===== src/rtl/board_link_ctrl_if.sv =====
// Processor-side send/receive signals of the board link controller.
// proc drives the master modport; the link controller takes the slave side.
interface board_link_ctrl_if;
  logic        snd;
  logic [31:0] interface_data;
  logic        tx_busy;
  logic        tx_overflow;
  logic        interrupt_eth;
  logic [31:0] interrupt_source_data;
  logic        rx_frame_err;

  modport master (
    output snd, interface_data,
    input  tx_busy, tx_overflow, interrupt_eth, interrupt_source_data, rx_frame_err
  );

  modport slave (
    input  snd, interface_data,
    output tx_busy, tx_overflow, interrupt_eth, interrupt_source_data, rx_frame_err
  );
endinterface


===== src/rtl/board_link_ctrl.sv =====
// One-wire UART-style link to the opponent board: 32-bit words, start/stop framed,
// one-entry TX holding register, 2-flop synchronised RX with mid-bit sampling.
module board_link_ctrl #(
  parameter int CLKS_PER_BIT = 434
) (
  input  logic              clk,
  input  logic              rst_n,
  board_link_ctrl_if.slave  proc,
  output logic              link_tx,
  input  logic              link_rx
);

  localparam int CW = $clog2(CLKS_PER_BIT);
  localparam logic [CW-1:0] C_FULL = CW'(CLKS_PER_BIT - 1);
  localparam logic [CW-1:0] C_HALF = CW'(CLKS_PER_BIT / 2 - 1);

  typedef enum logic [1:0] {TX_IDLE, TX_START, TX_DATA, TX_STOP} tx_state_t;
  typedef enum logic [2:0] {RX_IDLE, RX_START, RX_DATA, RX_STOP, RX_WAIT_IDLE} rx_state_t;

  tx_state_t   r_tx_state, w_tx_next;
  logic [CW-1:0] r_tx_cnt;
  logic [4:0]  r_tx_bit;
  logic [31:0] r_tx_shift;
  logic [31:0] r_hold;
  logic        r_hold_full;
  logic        r_tx_ovf;
  logic        r_link_tx;
  logic        w_tx_tick;
  logic        w_tx_load;
  logic        w_tx_line;

  rx_state_t   r_rx_state, w_rx_next;
  logic [CW-1:0] r_rx_cnt;
  logic [4:0]  r_rx_bit;
  logic [31:0] r_rx_shift;
  logic [31:0] r_rx_data;
  logic        r_rx_s1, r_rx_s2, r_rx_prev;
  logic        r_irq;
  logic        r_ferr;
  logic        w_rx;
  logic        w_rx_tick;

  assign w_rx = r_rx_s2;

  // ---------------- TX ----------------
  assign w_tx_tick = (r_tx_cnt == C_FULL);

  always_comb begin
    w_tx_next = r_tx_state;
    w_tx_load = 1'b0;
    w_tx_line = 1'b1;
    unique case (r_tx_state)
      TX_IDLE: begin
        if (r_hold_full) begin
          w_tx_next = TX_START;
          w_tx_load = 1'b1;
        end
      end
      TX_START: begin
        w_tx_line = 1'b0;
        if (w_tx_tick) w_tx_next = TX_DATA;
      end
      TX_DATA: begin
        w_tx_line = r_tx_shift[0];
        if (w_tx_tick && r_tx_bit == 5'd31) w_tx_next = TX_STOP;
      end
      TX_STOP: begin
        if (w_tx_tick) begin
          if (r_hold_full) begin
            w_tx_next = TX_START;
            w_tx_load = 1'b1;
          end else begin
            w_tx_next = TX_IDLE;
          end
        end
      end
      default: w_tx_next = TX_IDLE;
    endcase
  end

  always_ff @(posedge clk) begin
    if (!rst_n) begin
      r_tx_state  <= TX_IDLE;
      r_tx_cnt    <= '0;
      r_tx_bit    <= '0;
      r_tx_shift  <= '0;
      r_hold      <= '0;
      r_hold_full <= 1'b0;
      r_tx_ovf    <= 1'b0;
      r_link_tx   <= 1'b1;
    end else begin
      r_tx_state <= w_tx_next;
      // Line is registered, so link_tx trails the state by one cycle.
      r_link_tx  <= w_tx_line;
      if (r_tx_state == TX_IDLE || w_tx_tick) r_tx_cnt <= '0;
      else                                    r_tx_cnt <= r_tx_cnt + 1'b1;
      if (w_tx_load) begin
        r_tx_shift  <= r_hold;
        r_hold_full <= 1'b0;
      end else if (r_tx_state == TX_DATA && w_tx_tick) begin
        r_tx_shift <= r_tx_shift >> 1;
      end
      if (r_tx_state == TX_DATA && w_tx_tick) r_tx_bit <= r_tx_bit + 1'b1;
      if (proc.snd) begin
        if (r_hold_full) begin
          r_tx_ovf <= 1'b1;
        end else begin
          r_hold      <= proc.interface_data;
          r_hold_full <= 1'b1;
        end
      end
    end
  end

  assign link_tx          = r_link_tx;
  assign proc.tx_busy     = (r_tx_state != TX_IDLE) | r_hold_full;
  assign proc.tx_overflow = r_tx_ovf;

  // ---------------- RX ----------------
  always_comb begin
    w_rx_next = r_rx_state;
    w_rx_tick = (r_rx_cnt == C_FULL);
    unique case (r_rx_state)
      RX_IDLE:      if (r_rx_prev && !w_rx) w_rx_next = RX_START;
      RX_START: begin
        w_rx_tick = (r_rx_cnt == C_HALF);
        if (w_rx_tick) w_rx_next = w_rx ? RX_IDLE : RX_DATA;
      end
      RX_DATA:      if (w_rx_tick && r_rx_bit == 5'd31) w_rx_next = RX_STOP;
      RX_STOP:      if (w_rx_tick) w_rx_next = w_rx ? RX_IDLE : RX_WAIT_IDLE;
      RX_WAIT_IDLE: if (w_rx) w_rx_next = RX_IDLE;
      default:      w_rx_next = RX_IDLE;
    endcase
  end

  always_ff @(posedge clk) begin
    if (!rst_n) begin
      r_rx_state <= RX_IDLE;
      r_rx_cnt   <= '0;
      r_rx_bit   <= '0;
      r_rx_shift <= '0;
      r_rx_data  <= '0;
      r_rx_s1    <= 1'b1;
      r_rx_s2    <= 1'b1;
      r_rx_prev  <= 1'b1;
      r_irq      <= 1'b0;
      r_ferr     <= 1'b0;
    end else begin
      r_rx_s1    <= link_rx;
      r_rx_s2    <= r_rx_s1;
      r_rx_prev  <= w_rx;
      r_rx_state <= w_rx_next;
      r_irq      <= 1'b0;
      if (r_rx_state == RX_IDLE || r_rx_state == RX_WAIT_IDLE || w_rx_tick) r_rx_cnt <= '0;
      else                                                                 r_rx_cnt <= r_rx_cnt + 1'b1;
      if (r_rx_state == RX_DATA && w_rx_tick) begin
        r_rx_shift <= {w_rx, r_rx_shift[31:1]};
        r_rx_bit   <= r_rx_bit + 1'b1;
      end
      if (r_rx_state == RX_STOP && w_rx_tick) begin
        if (w_rx) begin
          r_rx_data <= r_rx_shift;
          r_irq     <= 1'b1;
        end else begin
          r_ferr <= 1'b1;
        end
      end
    end
  end

  assign proc.interrupt_eth         = r_irq;
  assign proc.interrupt_source_data = r_rx_data;
  assign proc.rx_frame_err          = r_ferr;

endmodule

===== src/flat_wrapper.sv =====
// flat-port wrapper written by rule: the top's interface ports become plain ports
module board_link_ctrl_flat 
#(
  parameter int CLKS_PER_BIT = 434
)
  (clk, rst_n, link_tx, link_rx, proc_snd, proc_interface_data, proc_tx_busy, proc_tx_overflow, proc_interrupt_eth, proc_interrupt_source_data, proc_rx_frame_err);
  board_link_ctrl_if proc_i ();
  input  logic clk;
  input  logic rst_n;
  output logic link_tx;
  input  logic link_rx;
  input wire logic [$bits(proc_i.snd)-1:0] proc_snd;
  input wire logic [$bits(proc_i.interface_data)-1:0] proc_interface_data;
  output wire logic [$bits(proc_i.tx_busy)-1:0] proc_tx_busy;
  output wire logic [$bits(proc_i.tx_overflow)-1:0] proc_tx_overflow;
  output wire logic [$bits(proc_i.interrupt_eth)-1:0] proc_interrupt_eth;
  output wire logic [$bits(proc_i.interrupt_source_data)-1:0] proc_interrupt_source_data;
  output wire logic [$bits(proc_i.rx_frame_err)-1:0] proc_rx_frame_err;
  assign proc_i.snd = proc_snd;
  assign proc_i.interface_data = proc_interface_data;
  assign proc_tx_busy = proc_i.tx_busy;
  assign proc_tx_overflow = proc_i.tx_overflow;
  assign proc_interrupt_eth = proc_i.interrupt_eth;
  assign proc_interrupt_source_data = proc_i.interrupt_source_data;
  assign proc_rx_frame_err = proc_i.rx_frame_err;
  board_link_ctrl #(.CLKS_PER_BIT(CLKS_PER_BIT)) u_core (.clk(clk), .rst_n(rst_n), .proc(proc_i), .link_tx(link_tx), .link_rx(link_rx));
endmodule

===== config.mk =====
export PLATFORM = sky130hd
export DESIGN_NAME = board_link_ctrl_flat
export DESIGN_NICKNAME = d
export VERILOG_FILES = /design/src/rtl/board_link_ctrl_if.sv /design/src/rtl/board_link_ctrl.sv /design/src/flat_wrapper.sv
export SDC_FILE = /design/constraint.sdc
export NUM_CORES = 1
export LEC_CHECK = 0
export CORE_MARGIN = 2
export CORE_UTILIZATION = 63
export CTS_BUF_LIST = sky130_fd_sc_hd__clkbuf_8
export DETAILED_ROUTE_END_ITERATION = 12
export GPL_ROUTABILITY_DRIVEN = 0
export GPL_TIMING_DRIVEN = 0
export PLACE_DENSITY = 0.88
export SYNTH_ARGS = -nofsm -noshare
export SYNTH_HDL_FRONTEND = slang
export SYNTH_SLANG_ARGS = --single-unit

===== constraint.sdc =====
create_clock -name clk -period 3.6 [get_ports clk]
set_clock_uncertainty 0.1 [all_clocks]
set_input_delay 0.54 -clock clk [delete_from_list [all_inputs] [get_ports clk]]
set_output_delay 0.54 -clock clk [all_outputs]
set_load 0.005 [all_outputs]

==> reports/results.ini <==
[setup_path]
crit_fanout=5
cp-end-kind=output pin
startpoint_type=register
criticalPathCategory=register to output pin
critical_path.cell_chain=inv_1 > ha_1 > nand2b_1 > clkdlybuf4s50_1
reg2reg_to=u_core.proc.interrupt_source_data[0]
ff2ff_path_depth=6
critPathMaxStageDelay_ns=0.54
path_buf_inv=2
critPathRequiredTime_ns=2.96
cp_slowest_cell=clkdlybuf4s50_1
cpLargestDelayFamily=buffers and inverters
timing.rr.start=u_core.r_rx_cnt[0]
r2r_setup_slack_ns=1.49
critPathArrivalTime_ns=1.91

[global_routing]
met3_usage_pct=6.63
grt.busiest_layer=met2
use_met1_pct=31.7
grt_max_degree=17
grt_pass1_vias=5699
antenna_found_initial=0
grt_overflow_total=0
grt_usage_pct=27.6
grt_pass1_wl_um=25400
gr-usage-met2_pct=47.8

[synth]
synth_area_leaders=dfxtp_1 (51%), nand2_1 (15%), a21oi_1 (8.1%)
synth_edf_count=0
synth_top_area_share_pct=50.6
synth-seq-cells=169
yosysUniqueCellTypes=56
syn-cell-area_um2=6690
yosys_warnings=0
syn_avg_cell_area_um2=8.12
synthFlopType=dfxtp_1
synthesis.instances=824
synth_top_area_cell=dfxtp_1
ys_seq_area_share_pct=50.6
async_reset_ff_share_pct=0
syn_nets=874

[detailed_routing]
vias_per_cell=5.53
drtAntennaViolNets=0
drt_iter0_markers=315
num_vias=5876
wl_um=15300
wire_per_inst_um=14.4
drc=0
drtPass1Iterations=5

[power]
irDropWorstVdd_mv=0.321
power_frac_clock_pct=32.2
power.density_nw_per_um2=541
swShare_pct=28.9
combPwrFrac_pct=17.3
p_total_mw=4.32
seqPwrFrac_pct=50.6
internal_power_mw=3.07
p_sw_mw=1.25
p_leak_nw=2.75

[final_layout]
final_cells=1063
mostFrequentLayoutCells=nand2_1 (276), dfxtp_1 (169), a21oi_1 (108)
final_area_um2=7990
layout_commonest_cell=nand2_1
areaGrowthSynthToFinish_pct=19.4
num_antenna_cells=0
finish.utilization_pct=77.4
layout-drive-gt1-share_pct=8.85
finish.net_count=965

[sta]
setup_slack_ns=1.05
worstMarginPinSlew_ns=0.656
whs_ns=0.312
fin_setup_tns_ns=0
final-max-slew-violation-count=0
fin_crit_ns=2.55
fin_crit_sh_pct=70.9
finalSetupViolCount=0
finalHoldViolCount=0
clock.fmax_ghz=0.392
rsz0062_at_grt=no
maxSlewHeadroom_pct=56.2

[min_path]
hold-path-endpoint=u_core.r_rx_s2
holdCritPathClass=register to register
min_from=u_core.r_rx_s1
hold_path_depth=1

[cts]
post-cts-setup-buffers=0
cts_made_buffers=17
ctsLongestPathBuffers=2
cts_sinks=169
cts_tree=done
clock_latency_ns=0.47
cts_hold_buf=0
cts_resized=0
clk_pin_slew_ns=0.08
htreeDepth=4
cts_root_buffer=clkbuf_8

[floorplanning]
die_area_um2=11500
initial_core_util_pct=64.8
rows=37
die_w_um=107
die_y_um=107
io_pins=73
core_area_um2=10300

[placement]
place_area_um2=7580
placement.io_buffers=72
dpl.hpwl_um=10800
dp_cells=1032
place_ws_ns=0.945

[status]
status=finished clean

[job]
cap_violations=0

flip-flops by register name, indices dropped and copies added, names as in the netlist, 2 cells and up:
name                               cells
u_core.r_hold                         32
u_core.proc.interrupt_source_data     32
u_core.r_rx_state                      3
u_core.r_tx_state                      2
u_core.r_rx_cnt                        9
u_core.r_tx_cnt                        9
u_core.r_rx_shift                     32
u_core.r_rx_bit                        5
u_core.r_tx_shift                     32
u_core.r_tx_bit                        5
layer usage:
metal | routed length, um | up-vias
met5 | 0 | -
met4 | 431 | 0
met3 | 798 | 43
met2 | 7600 | 159
met1 | 6490 | 2740
li1 | - | 2934
synth_stat cells (all sizes together) (11+ instances only):
master,n
nand3,11
dfxtp,169
clkbuf,29
xnor2,11
a21oi,108
ha,14
buf,27
a31oi,33
inv,11
nand2,276
nor2,29
o21ai,39
layout make-up:
class | count | area, um2
Inverter | 11 | 41.3
Clock inverter | 14 | 174
Timing Repair Buffer | 72 | 721
Multi-Input combinational cell | 588 | 2990
Clock buffer | 17 | 234
Buffer | 56 | 278
Fill cell | 690 | 2340
Tap cell | 136 | 170
Sequential cell | 169 | 3380
power groups by stage:
stage,logic [mW],clock network (mW),registers (mW)
after floorplan,0.529,0,2.19
after global placement,0.691,0,2.21
after detailed placement,0.734,0,2.22
after CTS,0.741,1.40,2.18
after global routing,0.835,1.48,2.21
final,0.746,1.39,2.19
logic make-up after synthesis:
group	share of synthesized area, %
buffers and inverters	4.77
adders and majority gates	2.62
muxes	0.299
xor gates and xnor gates	2.23
AOI/OAI and AO/OA	15.6
DFF	50.6
and+or+nand+nor	23.9
worst max path at each step:
stage	to	cells past startpoint	startpoint	slack (ns)
3_5_place_dp	u_core.r_hold[2]	5	rst_n	0.94
6_report	proc_tx_busy	4	u_core.r_tx_state[1]	1.05
5_1_grt	proc_tx_busy	4	u_core.r_tx_state[1]	0.97
4_1_cts	proc_tx_busy	4	u_core.r_tx_state[1]	1.05
2_1_floorplan	u_core.r_tx_shift[4]	8	u_core.r_tx_state[1]	1.83
3_3_place_gp	u_core.r_hold[1]	5	rst_n	1.0
Power figures use the tool's default switching activity.
==> patch 1, RTL diff (same settings) <==
`CLKS_PER_BIT` is set to 434 in 2 places; all go to 868.
--- a/src/rtl/board_link_ctrl.sv
+++ b/src/rtl/board_link_ctrl.sv
@@ -1,7 +1,7 @@
 // One-wire UART-style link to the opponent board: 32-bit words, start/stop framed,
 // one-entry TX holding register, 2-flop synchronised RX with mid-bit sampling.
 module board_link_ctrl #(
-  parameter int CLKS_PER_BIT = 434
+  parameter int CLKS_PER_BIT = 868
 ) (
   input  logic              clk,
   input  logic              rst_n,
--- a/src/flat_wrapper.sv
+++ b/src/flat_wrapper.sv
@@ -1,7 +1,7 @@
 // flat-port wrapper written by rule: the top's interface ports become plain ports
 module board_link_ctrl_flat 
 #(
-  parameter int CLKS_PER_BIT = 434
+  parameter int CLKS_PER_BIT = 868
 )
   (clk, rst_n, link_tx, link_rx, proc_snd, proc_interface_data, proc_tx_busy, proc_tx_overflow, proc_interrupt_eth, proc_interrupt_source_data, proc_rx_frame_err);
   board_link_ctrl_if proc_i ();
Formal check against the unedited RTL: no difference found for any inputs over 10 cycles, from zero or initial values and one cycle with rst_n low; that may be too few to reach the edited logic, so the function may still have changed.
==> patch 1 against the original RTL <==
Setup slack worse by 30 ps; critical path depth stayed put; synthesized area is 8.1% higher; sequential cell count is 2 higher; die area is 7.8% higher; total power is 3.3% higher; maximum frequency is 1.1% lower; cell area is 6.9% higher; routed wire length is 0.61% lower; largest power group unchanged.
==> patch 1: results (changes against the original RTL) <==
- Yosys cell types: 52 (-7.1%)
- Register area share after synthesis: 0.4734 (-0.03244)
- Share of layout cells above drive strength 1: 0.1012 (+0.01271)
- Post-CTS sizing: 0 (unchanged)
- Syn Nets: 884 (+1.1%)
- Avg WL per Cell: 14.07 microns (-2.4%)
- Antenna fix cells: 0 (unchanged)
- Max_slew headroom: 0.5348 (-0.02751)
- Initial antenna violation count: 0 (unchanged)
- Final nets: 974 (+0.93%)
- Async set-reset flop share out of synthesis: 0 (unchanged)
- DP Area: 0.008122 sq mm (+7.1%)
- Dpl hpwl: 10.29 mm (-4.9%)
- P_leak: 2.869 nW (+4.2%)
- Worst Hold Class: reg2reg
- Post-CTS setup buffer count: 0 (unchanged)
- Worst vdd ir: 0.0003216 V (+0.31%)
- Root buffer cell: clkbuf_8
- H-tree levels: 4 (unchanged)
- DR pass1 iterations: 5 (unchanged)
- Synth cell count leaders: 274 x nand2_1, 171 x dfxtp_1, 77 x a21oi_1
- First-pass GRT wire length: 26.32 mm (+3.6%)
- Largest net degree at the start of global routing: 17 (unchanged)
- Synth area leaders: dfxtp_1 47%, nand2_1 14%, a311oi_2 6.2%, a21oi_1 5.3%, mux2i_1 4.7%
- GRT Util Overall: 0.2572 (-0.01902)
- Clock Path Buffers: 2 (unchanged)
- Via count: 6039 (+2.8%)
- CTS buffer count: 17 (unchanged)
- Worst endpoint data arrival time: 1940 ps (+30 ps)
- Run status: complete, no violations
- Vias in the first global route: 5832 (+2.3%)
- CTS Hold Bufs: 0 (unchanged)
- Clock Latency Late Sink: 470 ps (about the same)
- Port bufs: 71 (-1.4%)
- CTS clock-pin slew for the worst setup and hold paths: 90 ps
- 1st-iter DRT viols: 348 (+10%)
- Fillers: 807 (+17%)
- Yosys warns: 0 (unchanged)
- Crit Path Max Fanout: 5 (unchanged)
- Primary FF master, synth: dfxtp_1
patch 1: logic make-up after synthesis:
family / Yosys count / synth area share
and+or+nand+nor: 397 / 0.2417
DFF: 171 / 0.4734
AOI/OAI and AO/OA: 131 / 0.1427
buffers and inverters: 73 / 0.05259
muxes: 34 / 0.04706
xor gates and xnor gates: 18 / 0.02180
adders and majority gates: 12 / 0.02076
patch 1: final cells by class:
cell class	count	area, sq um	area share
repair buffers	71	710.7	0.08322
flip-flops and latches	171	3423	0.4009
inverters	9	33.78	0.003956
well taps	143	178.9	0.02095
plain buffers	64	346.6	0.04059
clock inverters	14	170.2	0.01993
multi-input cells	592	3428	0.4015
clock buffers	18	247.7	0.02901
patch 1: power breakdown:
group	internal [mW]	leakage, nW	switching (mW)	total (mW)
sequential	2.06	1.39	0.0985	2.16
combinational	0.391	1.27	0.512	0.902
clock	0.706	0.213	0.700	1.41
patch 1: final timing paths:
| kind | from | endpoint | slack [ps] | cells after the start |
|---|---|---|---|---|
| worst max-delay path | u_core.r_tx_state[0] | proc_tx_busy | 1020 | 4 |
| worst min-delay path | u_core.r_rx_s1 | u_core.r_rx_s2 | 320 | 1 |
| worst max register to register | u_core.r_tx_cnt[0] | u_core.r_tx_shift[21] | 1390 | 8 |
| worst min register to register | u_core.r_rx_s1 | u_core.r_rx_s2 | 320 | 1 |
patch 1: critical path, cell delays in order (launching register included):
cell	delay, ps
dfxtp_1	410
inv_1	110
ha_1	270
nand2b_1	160
clkdlybuf4s50_1	520
patch 1: metrics by stage:
stage,setup slack [ps],cells,hold WS (ps)
after floorplan,1703,836,286.3
after global placement,1301,1050,296.0
after detailed placement,1280,1050,297.0
after CTS,987.2,1082,320.6
after global routing,926.8,1082,356.9
final,1020,1082,318.7
patch 1: routing by layer:
layer | vias to the layer above | GRT usage | share of wire | wire length (microns)
met5 | - | 0 | 0 | 0
li1 | 3021 | - | - | -
met2 | 166 | 0.4290 | 0.49 | 7443
met3 | 30 | 0.05796 | 0.046 | 703
met4 | 0 | 0.1185 | 0.022 | 341
met1 | 2822 | 0.3181 | 0.44 | 6740
==> patch 2, RTL diff (same flow settings) <==
Made on the original files. Make the reset (`rst_n`) asynchronous in 2 clocked blocks.
--- a/src/rtl/board_link_ctrl.sv
+++ b/src/rtl/board_link_ctrl.sv
@@ -78,7 +78,7 @@
     endcase
   end
 
-  always_ff @(posedge clk) begin
+  always_ff @(posedge clk or negedge rst_n) begin
     if (!rst_n) begin
       r_tx_state  <= TX_IDLE;
       r_tx_cnt    <= '0;
@@ -133,7 +133,7 @@
     endcase
   end
 
-  always_ff @(posedge clk) begin
+  always_ff @(posedge clk or negedge rst_n) begin
     if (!rst_n) begin
       r_rx_state <= RX_IDLE;
       r_rx_cnt   <= '0;
Behaviour: differs if rst_n is asserted again (counterexample within 4 cycles, from zero or initial values and one cycle with rst_n low); with rst_n held inactive, the same outputs for 10 cycles.
==> patch 2 against the original RTL <==
Die area rose by 7.4%; synthesized area rose by 7.7%; routed wire length shrank 21%; register-to-register slack got worse by 360 ps; total power up 17%; hold slack worse by 52 ps; sequential cell count stayed put; sequential share of layout area up 7.4 points; setup slack improved by 59 ps; cell area grew 6.5%; via count fell by 31%.
==> patch 2: results (changes against the original RTL) <==
- FF/Latch Area: 0.004234 sq mm (+25%)
- Dpl hpwl: 8.281 mm (-23%)
- FF-to-FF path depth: 8 (+2)
- DP Area: 0.008134 sq mm (+7.3%)
- Yosys cell types: 47 (-16%)
- Share of layout cells above drive strength 1: 0.3658 (+0.2773)
- Run status: complete, no violations
- Worst slack, placed: 1009 ps (+64.67 ps)
- Vias in the first global route: 4442 (-22%)
- Placed Cells: 708 (-31%)
- Post-Syn Area per Cell: 14.64 sq um (+80%)
- Register area share after synthesis: 0.5879 (+0.08211)
- P_leak: 3.966 nW (+44%)
- Async set-reset flop share out of synthesis: 1.000 (+1.000)
- Worst slew pin tran: 744.6 ps (+88.14 ps)
- Reg2reg end: u_core.proc.interrupt_source_data[22]
- Primary FF master, synth: dfrtp_1
- Vias per cell: 5.502 (-0.47%)
- Hold endpoint: u_core.r_rx_s2
- First-pass GRT wire length: 20.71 mm (-19%)
- Hold path startpoint: u_core.r_rx_s1
- Worst hold slack: 260.3 ps (-51.68 ps)
- GRT Util Overall: 0.2108 (-0.06540)
- Post-route setup slack: 1108 ps (+58.60 ps)
- Critical Path Source: u_core.r_tx_state[0]
- DR pass1 iterations: 4 (-1)
- Final WL: 12.08 mm (-21%)
- Clock Latency Late Sink: 440 ps (-30 ps)
- Synth area leaders: dfrtp_1 57%, mux2_2 25%, ha_1 2.4%, xor2_1 1.6%, dfstp_2 1.5%
[patch 2: cell types whose count changed in the layout (fill, tap and decap cells not counted), sizes merged, moves of 4 or more]
cell / unedited run / this run
xnor2: 11 / 6
nand2: 276 / 7
nor2: 29 / 23
dfstp: 0 / 4
a31oi: 33 / 0
a21oi: 108 / 4
dfxtp: 169 / 0
buf: 27 / 14
dfrtp: 0 / 165
mux2: 0 / 162
o21ai: 39 / 5
clkbuf: 46 / 28
xor2: 6 / 13
[patch 2: final cells by class]
class	count	area share
plain buffers	21	0.01736
clock buffers	19	0.03074
clock inverters	11	0.01177
inverters	10	0.004413
multi-input cells	292	0.3272
flip-flops and latches	169	0.4978
well taps	143	0.02104
repair buffers	74	0.08973
[patch 2: power by group]
part | total [mW] | internal (mW) | leakage (nW) | switching [mW]
Combinational | 1.18 | 0.709 | 1.59 | 0.473
Sequential | 2.63 | 2.35 | 2.19 | 0.277
Clock | 1.23 | 0.575 | 0.184 | 0.653
[patch 2: kinds of logic (layout without fill, tap and decap cells)]
family	after synthesis	in the layout	share of synthesized area
adder cells (fa/ha/maj)	14	14	0.02432
AND/OR/NAND/NOR	75	75	0.06289
buffers and inverters	31	135	0.02571
multiplexers	163	163	0.2547
XOR/XNOR	19	19	0.02415
flip-flops	169	169	0.5879
AO/OA/AOI/OAI	21	21	0.02033
[patch 2: metal layers]
| metal | global-route usage | vias up | wire [microns] |
|---|---|---|---|
| li1 | - | 1927 | - |
| met1 | 0.2575 | 2037 | 5270 |
| met2 | 0.3481 | 85 | 5923 |
| met3 | 0.07983 | 17 | 717 |
| met4 | 0.07083 | 0 | 169 |
| met5 | 0 | - | 0 |
[patch 2: repair_timing]
action / 4_1_cts / 5_1_grt
setup buffers: 0 / 0
hold buffers: 1 / 0
gates resized for setup: 0 / 0
hold endpoints to repair: 78 / 0
